$ cat src/rtl/shift_out_pkg.sv
// Shared types and helpers for the shift_out serial transmitter.
package shift_out_pkg;

  typedef enum logic {
    IDLE  = 1'b0,
    SHIFT = 1'b1
  } state_t;

  localparam int DEFAULT_WIDTH = 8;

  function automatic int cnt_w(input int width);
    return $clog2(width);
  endfunction

endpackage

$ cat src/rtl/shift_out_ctr.sv
// Bit-position counter for shift_out: clear has priority over enable,
// tc flags the final bit position (WIDTH-1).
module shift_out_ctr
  import shift_out_pkg::*;
#(
  parameter int WIDTH = DEFAULT_WIDTH,
  localparam int CW   = cnt_w(WIDTH)
) (
  input  logic          clk,
  input  logic          rst,
  input  logic          clr,
  input  logic          en,
  output logic [CW-1:0] cnt,
  output logic          tc
);

  logic [CW-1:0] cnt_q;
  logic [CW-1:0] cnt_d;

  always_comb begin
    cnt_d = cnt_q;
    if (clr) begin
      cnt_d = '0;
    end else if (en) begin
      cnt_d = cnt_q + CW'(1);
    end
  end

  always_ff @(posedge clk) begin
    if (rst) begin
      cnt_q <= '0;
    end else begin
      cnt_q <= cnt_d;
    end
  end

  assign cnt = cnt_q;
  assign tc  = (cnt_q == CW'(WIDTH - 1));

endmodule

$ cat src/rtl/shift_out.sv
// Parallel-in, serial-out transmitter: accepts a word on a valid/ready
// handshake and sends it LSB first, one bit per clock, back-to-back capable.
module shift_out
  import shift_out_pkg::*;
#(
  parameter int WIDTH = DEFAULT_WIDTH
) (
  input  logic             clk,
  input  logic             rst,
  input  logic             load_valid,
  input  logic [WIDTH-1:0] data_in,
  output logic             load_ready,
  output logic             out,
  output logic             out_valid,
  output logic             last,
  output logic             busy
);

  localparam int CW = cnt_w(WIDTH);

  state_t           state_q;
  state_t           state_d;
  logic [WIDTH-1:0] shreg_q;
  logic [WIDTH-1:0] shreg_d;
  logic [CW-1:0]    cnt;
  logic             tc;
  logic             accept;
  logic             shifting;
  logic             ctr_clr;
  logic             ctr_en;

  assign shifting   = (state_q == SHIFT);
  assign load_ready = (state_q == IDLE) || (shifting && tc);
  assign accept     = load_valid && load_ready && !rst;

  // Counter returns to 0 both on a fresh load and when the frame ends.
  assign ctr_clr = accept || (shifting && tc);
  assign ctr_en  = shifting && !tc;

  shift_out_ctr #(
    .WIDTH(WIDTH)
  ) u_ctr (
    .clk (clk),
    .rst (rst),
    .clr (ctr_clr),
    .en  (ctr_en),
    .cnt (cnt),
    .tc  (tc)
  );

  always_comb begin
    state_d = state_q;
    shreg_d = shreg_q;
    case (state_q)
      IDLE: begin
        if (accept) begin
          shreg_d = data_in;
          state_d = SHIFT;
        end
      end
      SHIFT: begin
        if (!tc) begin
          shreg_d = shreg_q >> 1;
        end else if (accept) begin
          shreg_d = data_in;
        end else begin
          shreg_d = '0;
          state_d = IDLE;
        end
      end
      default: begin
        state_d = IDLE;
        shreg_d = '0;
      end
    endcase
  end

  always_ff @(posedge clk) begin
    if (rst) begin
      state_q <= IDLE;
      shreg_q <= '0;
    end else begin
      state_q <= state_d;
      shreg_q <= shreg_d;
    end
  end

  assign out       = shifting && shreg_q[0];
  assign out_valid = shifting;
  assign busy      = shifting;
  assign last      = shifting && tc;

  logic unused_cnt;
  assign unused_cnt = ^cnt;

endmodule

$ cat config.mk
export PLATFORM = sky130hd
export DESIGN_NAME = shift_out
export DESIGN_NICKNAME = d
export VERILOG_FILES = /design/src/rtl/shift_out_pkg.sv /design/src/rtl/shift_out_ctr.sv /design/src/rtl/shift_out.sv
export SDC_FILE = /design/constraint.sdc
export NUM_CORES = 1
export LEC_CHECK = 0
export ABC_AREA = 1
export CORE_UTILIZATION = 47
export DETAILED_ROUTE_END_ITERATION = 8
export PLACE_DENSITY = 0.77
export SETUP_SLACK_MARGIN = 0.2
export SLEW_MARGIN = 20
export SYNTH_ARGS = -nofsm -noshare
export SYNTH_HDL_FRONTEND = slang
export SYNTH_HIERARCHICAL = 1
export SYNTH_SLANG_ARGS = --single-unit
$ cat constraint.sdc
create_clock -name clk -period 2.1 [get_ports clk]
set_clock_uncertainty 0.15 [all_clocks]
set_input_delay 0.315 -clock clk [delete_from_list [all_inputs] [get_ports clk]]
set_output_delay 0.315 -clock clk [all_outputs]
set_load 0.01 [all_outputs]
==> summary.md, run 1 <==
| Metric | Value |
|---|---|
| Drt first pass iters | `4` |
| Ports placed on the boundary | `16` |
| Clock tree root driver cell | `sky130_fd_sc_hd__clkbuf_4` |
| Path type of the worst min-delay path | `register to register` |
| Overall die height | `around 40 um` |
| Core area | `0.00132 sq mm` |
| TritonCTS clock tree | `done` |
| Routability-driven placement congestion ratio | `about 0.76` |
| Reg-to-reg slack, setup | `~510 ps` |
| Via count of the first global-routing pass | `501` |
| CTS Buf Count | `3` |
| Peak ir drop on the vdd network | `between 0.0003 and 0.0004 V` |
| Switch Pwr | `0.000152 W` |
| Worst slack at placement | `219 ps` |
| Worst R2R End | `u_ctr/cnt[0]$_SDFFE_PP0P_` |
| Nature of the critical path startpoint | `register` |
| Area grow syn2layout | `31.9%` |
| Max Slew Vio Count | `0` |
| Worst reg2reg path startpoint | `u_ctr/cnt[0]$_SDFFE_PP0P_` |
| Arrival time worst endpoint | `1350 ps` |
| GRT Total Usage | `0.194` |
| Startpoint of the worst hold path | `shreg_q[7]$_SDFFE_PP0P_` |
| Routed wire length | `around 1400 um` |
| Vias | `665` |
| Starting utilization of the core area | `0.516` |
| Worst Tran Pin Value | `about 250 ps` |
| P_leak | `0.449 nW` |
| Maximum fanout along the worst path | `4` |
| Die width | `between 40 and 50 um` |
| Unrepaired setup endpoints after global routing | `false` |
| Clock input transition at the sequential cells of the worst setup and hold paths | `about 80 ps` |
| Synthesized net count | `about 120` |
| Netlist area before placement | `~680 sq um` |
| Sort of element at the end of the critical path | `primary output` |
| Std-Cell Rows | `13` |
| Launch point of the critical path | `u_ctr/cnt[0]$_SDFFE_PP0P_` |
| Sequential cell area fraction in the yosys report | `0.354` |
| Highest clock rate | `between 0.5 and 0.6 GHz` |
| Post-DRT Antenna Nets | `0` |
| Global-route wire length before repair | `2070 um` |
| Max-cap violations | `0` |
| Number of antenna violations at the first check in global routing | `0` |
| Worst slew margin | `0.835` |
| Clk buf depth | `2` |
| Number of antenna diodes | `0` |
| Power Internal | `between 0.0004 and 0.0005 W` |
| Count of routing violations after the opening detailed-route iteration | `10` |
| Vias per cell | `4.82` |
| Number of levels in the clock H-tree | `1` |
| Dominant cell type by area after synthesis | `sky130_fd_sc_hd__dfxtp_1` |
| Estimated wirelength of the detail-placed design | `a little under 1000 um` |
| Crit path time final | `between 1500 and 2000 ps` |
| Register bit count reported by yosys | `12` |
| Status | `finished, final reports clean` |
| Full die area | `about 0.0016 sq mm` |
| Number of cells on the worst reg-to-reg path | `8` |
| Overflow left after global routing | `0` |
| Synthesized area per cell | `~6.5 sq um` |
| Pwr Density | `630 mW/mm^2` |
| Worst hold stages | `2` |
| Drt wl/cell | `about 10 um` |
| Final critical-path setup slack | `between 200 and 300 ps` |
| Setup violation total in the final timing report | `0` |
| Fin nets | `137` |
| Number of remaining DRC errors | `0` |
| Clock group share of total power | `0.325` |
| Category of the critical setup timing path | `register to primary output` |
| Sequential group share of total power | `0.457` |
| Combinational power share | `0.218` |
| Share of cells above drive strength 1 | `0.138` |
| I/O Buffers | `15` |
| Total Neg Setup Slack | `0 ps` |
| Post-synth top area share | `0.354` |
| Largest net degree at the start of global routing | `12` |
| Worst-case hold path end point | `shreg_q[7]$_SDFFE_PP0P_` |
| Top cells by area, synth | `sky130_fd_sc_hd__dfxtp_1 (35%), sky130_fd_sc_hd__nand2_1 (18%), sky130_fd_sc_hd__inv_1 (8.8%), sky130_fd_sc_hd__nand3b_1 (7.7%), sky130_fd_sc_hd__a21oi_1 (6.6%)` |
| CTS sink count | `12` |
| Switch share | `0.270` |
| Number of distinct library cells after synthesis | `14` |
| Final critical-path share of the clock period | `0.866` |
| Synthesized instance count | `approximately 110` |
| Final count of hold timing violations | `0` |
| Data required time at the worst endpoint | `about 1600 ps` |
| Clock latency on the worst-skew pair | `around 270 ps` |
| Number of warnings issued by yosys | `6` |
-- worst max-delay path by stage --
stage | slack (ps) | end
after floorplan | 360 | load_ready
after global placement | 230 | load_ready
after detailed placement | 220 | load_ready
after CTS | 160 | load_ready
after global routing | 220 | load_ready
final | 280 | load_ready
-- layout make-up --
type | count | area (sq um)
repair buffers | 18 | 171
fillers | 112 | 422
clock buffers | 4 | 36.3
flip-flops and latches | 12 | 241
well taps | 15 | 18.8
inverters | 18 | 67.6
multi-input cells | 71 | 360
-- kinds of logic (layout without fill, tap and decap cells) --
| family | Yosys count | after routing | share of synthesized area |
|---|---|---|---|
| AO/OA/AOI/OAI | 9 | 9 | 0.0663 |
| flip-flops | 12 | 12 | 0.354 |
| AND/OR/NAND/NOR | 60 | 60 | 0.401 |
| buffers and inverters | 22 | 40 | 0.142 |
| adder cells (fa/ha/maj) | 2 | 2 | 0.0368 |
-- synth_stat cells --
master and n:
sky130_fd_sc_hd__nand2_1 32, sky130_fd_sc_hd__inv_1 16, sky130_fd_sc_hd__dfxtp_1 12, sky130_fd_sc_hd__a21oi_1 9
sky130_fd_sc_hd__nand3_1 9, sky130_fd_sc_hd__nor2_1 8, sky130_fd_sc_hd__nand3b_1 7, sky130_fd_sc_hd__buf_2 2
sky130_fd_sc_hd__ha_1 2, sky130_fd_sc_hd__inv_2 2, sky130_fd_sc_hd__nand2_2 2, sky130_fd_sc_hd__nor2_2 2
sky130_fd_sc_hd__buf_4 1, sky130_fd_sc_hd__buf_6 1
-- metal layers --
metal	up-vias	global-route usage	routed length, um
met5	-	0	0
met4	0	0.103	12
met3	2	0.0333	85
met2	22	0.290	629
met1	284	0.260	665
li1	357	-	-
-- sequential cells by signal, summed over array words and instances, names as in the netlist --
register   cells
shreg_q        8
u_ctr/cnt      3
busy           1
-- metrics by stage --
stage / total power, W / utilization / instances / hold WS (ps) / instance area [sq um]
floorplan: 0.000339 / - / 105 / 234 / 679
global placement: 0.000382 / 0.639 / 134 / 319 / 842
detailed placement: 0.000384 / 0.639 / 134 / 331 / 842
CTS: 0.000567 / 0.668 / 138 / 344 / 880
global route: 0.000599 / 0.680 / 138 / 366 / 896
finish: 0.000565 / 0.680 / 138 / 340 / 896
-- power by group through the flow --
stage / Combinational, W / Sequential (W) / Clock (W)
6_report: 0.000123 / 0.000258 / 0.000184
3_3_place_gp: 0.000121 / 0.000262 / 0
2_1_floorplan: 0.0000803 / 0.000259 / 0
4_1_cts: 0.000122 / 0.000257 / 0.000188
3_5_place_dp: 0.000123 / 0.000262 / 0
5_1_grt: 0.000139 / 0.000260 / 0.000200
-- cell usage in the layout, fill, tap and decap left out --
| cell | netlist | final |
|---|---|---|
| sky130_fd_sc_hd__dfxtp_1 | 12 | 11 |
| sky130_fd_sc_hd__clkbuf_4 | 0 | 3 |
| sky130_fd_sc_hd__ha_2 | 0 | 1 |
| sky130_fd_sc_hd__ha_4 | 0 | 1 |
| sky130_fd_sc_hd__inv_1 | 16 | 16 |
| sky130_fd_sc_hd__nor2_2 | 2 | 3 |
| sky130_fd_sc_hd__a21oi_1 | 9 | 9 |
| sky130_fd_sc_hd__clkbuf_8 | 0 | 1 |
| sky130_fd_sc_hd__nand3_1 | 9 | 9 |
| sky130_fd_sc_hd__nand2_1 | 32 | 32 |
| sky130_fd_sc_hd__clkdlybuf4s50_1 | 0 | 13 |
| sky130_fd_sc_hd__nor2_1 | 8 | 7 |
| sky130_fd_sc_hd__dlygate4sd2_1 | 0 | 1 |
| sky130_fd_sc_hd__clkdlybuf4s15_1 | 0 | 1 |
| sky130_fd_sc_hd__inv_2 | 2 | 2 |
| sky130_fd_sc_hd__buf_4 | 1 | 3 |
| sky130_fd_sc_hd__nand2_2 | 2 | 2 |
| sky130_fd_sc_hd__nand3b_1 | 7 | 7 |
| sky130_fd_sc_hd__dfxtp_2 | 0 | 1 |
-- timing repair --
action | 4_1_cts | 5_1_grt
endpoints found under the setup margin | 2 | 1
buffers inserted | 0 | 0
resized for setup | 4 | 4
hold buffers | 0 | 0
pin swaps | 0 | 0
-- critical path: stages, from the launching register on --
cell,delay (ps)
sky130_fd_sc_hd__dfxtp_2,340
sky130_fd_sc_hd__ha_2,190
sky130_fd_sc_hd__ha_4,170
sky130_fd_sc_hd__nor2_2,110
sky130_fd_sc_hd__inv_1,40
sky130_fd_sc_hd__clkdlybuf4s15_1,230
Power figures use the tool's default switching activity.
==> run 2, diff against run 1 <==
CAP_MARGIN = 0   (was unset)
==> results of run 2 <==
The final DEF is identical to that of run 1; final timing and power are the same.
==> run 3, diff against run 2 <==
SKIP_LAST_GASP = 1   (was unset)
clock period = 1.9 ns   (was 2.1 ns; I/O delays follow)
==> run 3 against run 2 <==
  * Count of clock-buffer cells in the layout stayed put
  * Combinational power is 19% higher
  * Via count is 6.3% higher
  * Hold slack better by 5.1 ps
  * Critical path type unchanged
  * Highest routed layer unchanged
==> summary.md, run 3 (same netlist as run 1, synthesis figures left out) <==
| Metric | Value |
|---|---|
| Status | `finished, final reports clean` |
| Met2 wire length | `712 um (+13%)` |
| Clock group share of total power | `0.326 (about the same)` |
| Worst hold slack across all endpoints | `345 ps (+5.08 ps)` |
| Highest-count cells in the layout ignoring fill and taps | `sky130_fd_sc_hd__nand2_1 (32), sky130_fd_sc_hd__inv_1 (16), sky130_fd_sc_hd__clkdlybuf4s50_1 (12), sky130_fd_sc_hd__dfxtp_1 (10)` |
| Final count of hold timing violations | `0 (unchanged)` |
| Worst Tran Pin Value | `265 ps (+18.6 ps)` |
| Overflow left after global routing | `0 (unchanged)` |
| Routed wire length | `1540 um (+11%)` |
| Highest-delay cell along the critical path | `sky130_fd_sc_hd__dfxtp_2` |
| Clock latency on the worst-skew pair | `280 ps (about the same)` |
| Combinational power share | `0.230 (+0.012)` |
| Data required time at the worst endpoint | `1460 ps (-170 ps)` |
| Peak ir drop on the vdd network | `0.000446 V (+19%)` |
| Met3 routed wirelength | `106 um (+25%)` |
| Count of routing violations after the opening detailed-route iteration | `16 (+6)` |
| Clock input transition at the sequential cells of the worst setup and hold paths | `80 ps (about the same)` |
| Share of cells above drive strength 1 | `0.195 (+0.0571)` |
| Category of the critical setup timing path | `register to primary output` |
| TritonCTS clock tree | `done` |
| Ports placed on the boundary | `16 (unchanged)` |
| Worst hold stages | `2 (unchanged)` |
| Total Neg Setup Slack | `0 ps (unchanged)` |
| Post-DRT Antenna Nets | `0 (unchanged)` |
| P_leak | `0.474 nW (+5.8%)` |
| Sort of element at the end of the critical path | `primary output` |
| Std-Cell Rows | `13 (unchanged)` |
| Drt first pass iters | `4 (unchanged)` |
| Highest clock rate | `0.599 GHz` |
| Sequential group share of total power | `0.445 (-0.012)` |
| Power Internal | `0.000462 W (+12%)` |
| Switch Pwr | `0.000176 W (+16%)` |
| Starting utilization of the core area | `0.516 (unchanged)` |
| Delay of the slowest cell on the worst path | `330 ps (about the same)` |
| Global-route wire length before repair | `2350 um (+13%)` |
| CTS sink count | `12 (unchanged)` |
| Arrival time worst endpoint | `1230 ps (-120 ps)` |
| Largest net degree at the start of global routing | `11 (-1)` |
| Number of levels in the clock H-tree | `1 (unchanged)` |
| Maximum fanout along the worst path | `3 (-1)` |
| Most frequent standard cell in the layout excluding fill and tap cells | `sky130_fd_sc_hd__nand2_1` |
| Area grow syn2layout | `37.2%` |
| Final critical-path share of the clock period | `0.879` |
| Clock tree root driver cell | `sky130_fd_sc_hd__clkbuf_4` |
| Total area of sequential cells | `245 sq um (+1.6%)` |
| Path type of the worst min-delay path | `register to register` |
| Pwr Density | `684 mW/mm^2 (+8.6%)` |
| Crit path time final | `~1700 ps` |
| Nature of the critical path startpoint | `register` |
| Routability-driven placement congestion ratio | `0.742 (-2.1%)` |
| Fill cells | `115 (+2.7%)` |
| Setup violation total in the final timing report | `0 (unchanged)` |
| Number of remaining DRC errors | `0 (unchanged)` |
| Cells along the critical path | `ha_2, ha_4, nor2_4, inv_1, buf_2` |
| Largest Register | `shreg_q` |
| Die width | `40.0 um (unchanged)` |
| Max Slew Vio Count | `0 (unchanged)` |
| CTS Buf Count | `3 (unchanged)` |
| Vias | `707 (+6.3%)` |
| Unrepaired setup endpoints after global routing | `false` |
| Clk buf depth | `2 (unchanged)` |
| Routed metal-1 wirelength | `694 um (+4.4%)` |
| Hold buffer count at CTS | `0 (unchanged)` |
| Number of antenna violations at the first check in global routing | `0 (unchanged)` |
| Fin nets | `142 (+3.6%)` |
| Total area of multi-input combinational cells | `365 sq um (+1.4%)` |
| Max-cap violations | `0 (unchanged)` |
| Drt wl/cell | `10.8 um (+6.7%)` |
| GRT Total Usage | `0.226 (+0.0324)` |
| Overall die height | `40.0 um (unchanged)` |
| Via count of the first global-routing pass | `578 (+15%)` |
| Estimated wirelength of the detail-placed design | `1000 um (+1.7%)` |
| Flip-flop count of the largest register after layout | `8 (unchanged)` |
| Worst slew margin | `0.823 (-0.0124)` |
| Vias per cell | `4.94 (+2.6%)` |
| Highest metal used | `met4` |
| Number of cells on the worst reg-to-reg path | `8 (unchanged)` |
| Full die area | `0.00160 sq mm (unchanged)` |
| Core area | `0.00132 sq mm (unchanged)` |
| Switch share | `0.276 (+0.00628)` |
| I/O Buffers | `15 (unchanged)` |
| Number of antenna diodes | `0 (unchanged)` |
[run 3: changes by cell type in the layout (fill, tap and decap cells not counted)]
cell / change
sky130_fd_sc_hd__clkdlybuf4s50_1: -1
sky130_fd_sc_hd__dfxtp_4: +1
sky130_fd_sc_hd__buf_2: +2
sky130_fd_sc_hd__nor2_2: -1
sky130_fd_sc_hd__nor2_4: +1
sky130_fd_sc_hd__dfxtp_1: -1
sky130_fd_sc_hd__clkdlybuf4s15_1: -1
sky130_fd_sc_hd__buf_4: +5
[run 3: power groups by stage]
stage | clock network, W | registers, W | logic [W]
after floorplan | 0 | 0.000286 | 0.0000891
after global placement | 0 | 0.000288 | 0.000138
after detailed placement | 0 | 0.000289 | 0.000141
after CTS | 0.000212 | 0.000283 | 0.000143
after global routing | 0.000223 | 0.000286 | 0.000164
final | 0.000208 | 0.000284 | 0.000146
[run 3: critical path: cells and delay by family (launching register included)]
| family | cells | cell delay (ps) |
|---|---|---|
| adder cells (fa/ha/maj) | 2 | 360 |
| buffers and inverters | 2 | 180 |
| flip-flops | 1 | 330 |
| AND/OR/NAND/NOR | 1 | 90 |
[run 3: final timing paths]
path	from	endpoint	slack [ps]
max	u_ctr/cnt[0]$_SDFFE_PP0P_	load_ready	230
min	shreg_q[7]$_SDFFE_PP0P_	shreg_q[7]$_SDFFE_PP0P_	340
max reg2reg	u_ctr/cnt[0]$_SDFFE_PP0P_	u_ctr/cnt[0]$_SDFFE_PP0P_	320
min reg2reg	shreg_q[7]$_SDFFE_PP0P_	shreg_q[7]$_SDFFE_PP0P_	340
[run 3: through the flow]
step	instance area (sq um)	util	cells	setup WS [ps]	total power, W
after detailed placement	867	0.658	137	73.5	0.000430
after floorplan	682	-	105	310	0.000375
after global routing	932	0.708	143	196	0.000673
final	932	0.708	143	230	0.000638
after CTS	915	0.694	143	179	0.000638
after global placement	867	0.658	137	111	0.000427
[run 3: repair_timing]
action                                 4_1_cts  5_1_grt
cloned                                       0        0
pin swaps                                    0        1
setup endpoints to repair                    5        4
gates resized for setup                     13        3
buffers inserted                             2        0
endpoints found under the hold margin        0        0
[run 3: cell type report]
cell class              count  share of cell area
well taps                  15              0.0201
flip-flops and latches     12               0.263
inverters                  18              0.0725
clock buffers               4              0.0389
repair buffers             23               0.213
multi-input cells          71               0.392
[run 3: layer usage]
layer,track usage,vias to the layer above
met1,0.268,303
met5,0,-
met2,0.371,32
met3,0.0500,4
li1,-,368
met4,0.129,0
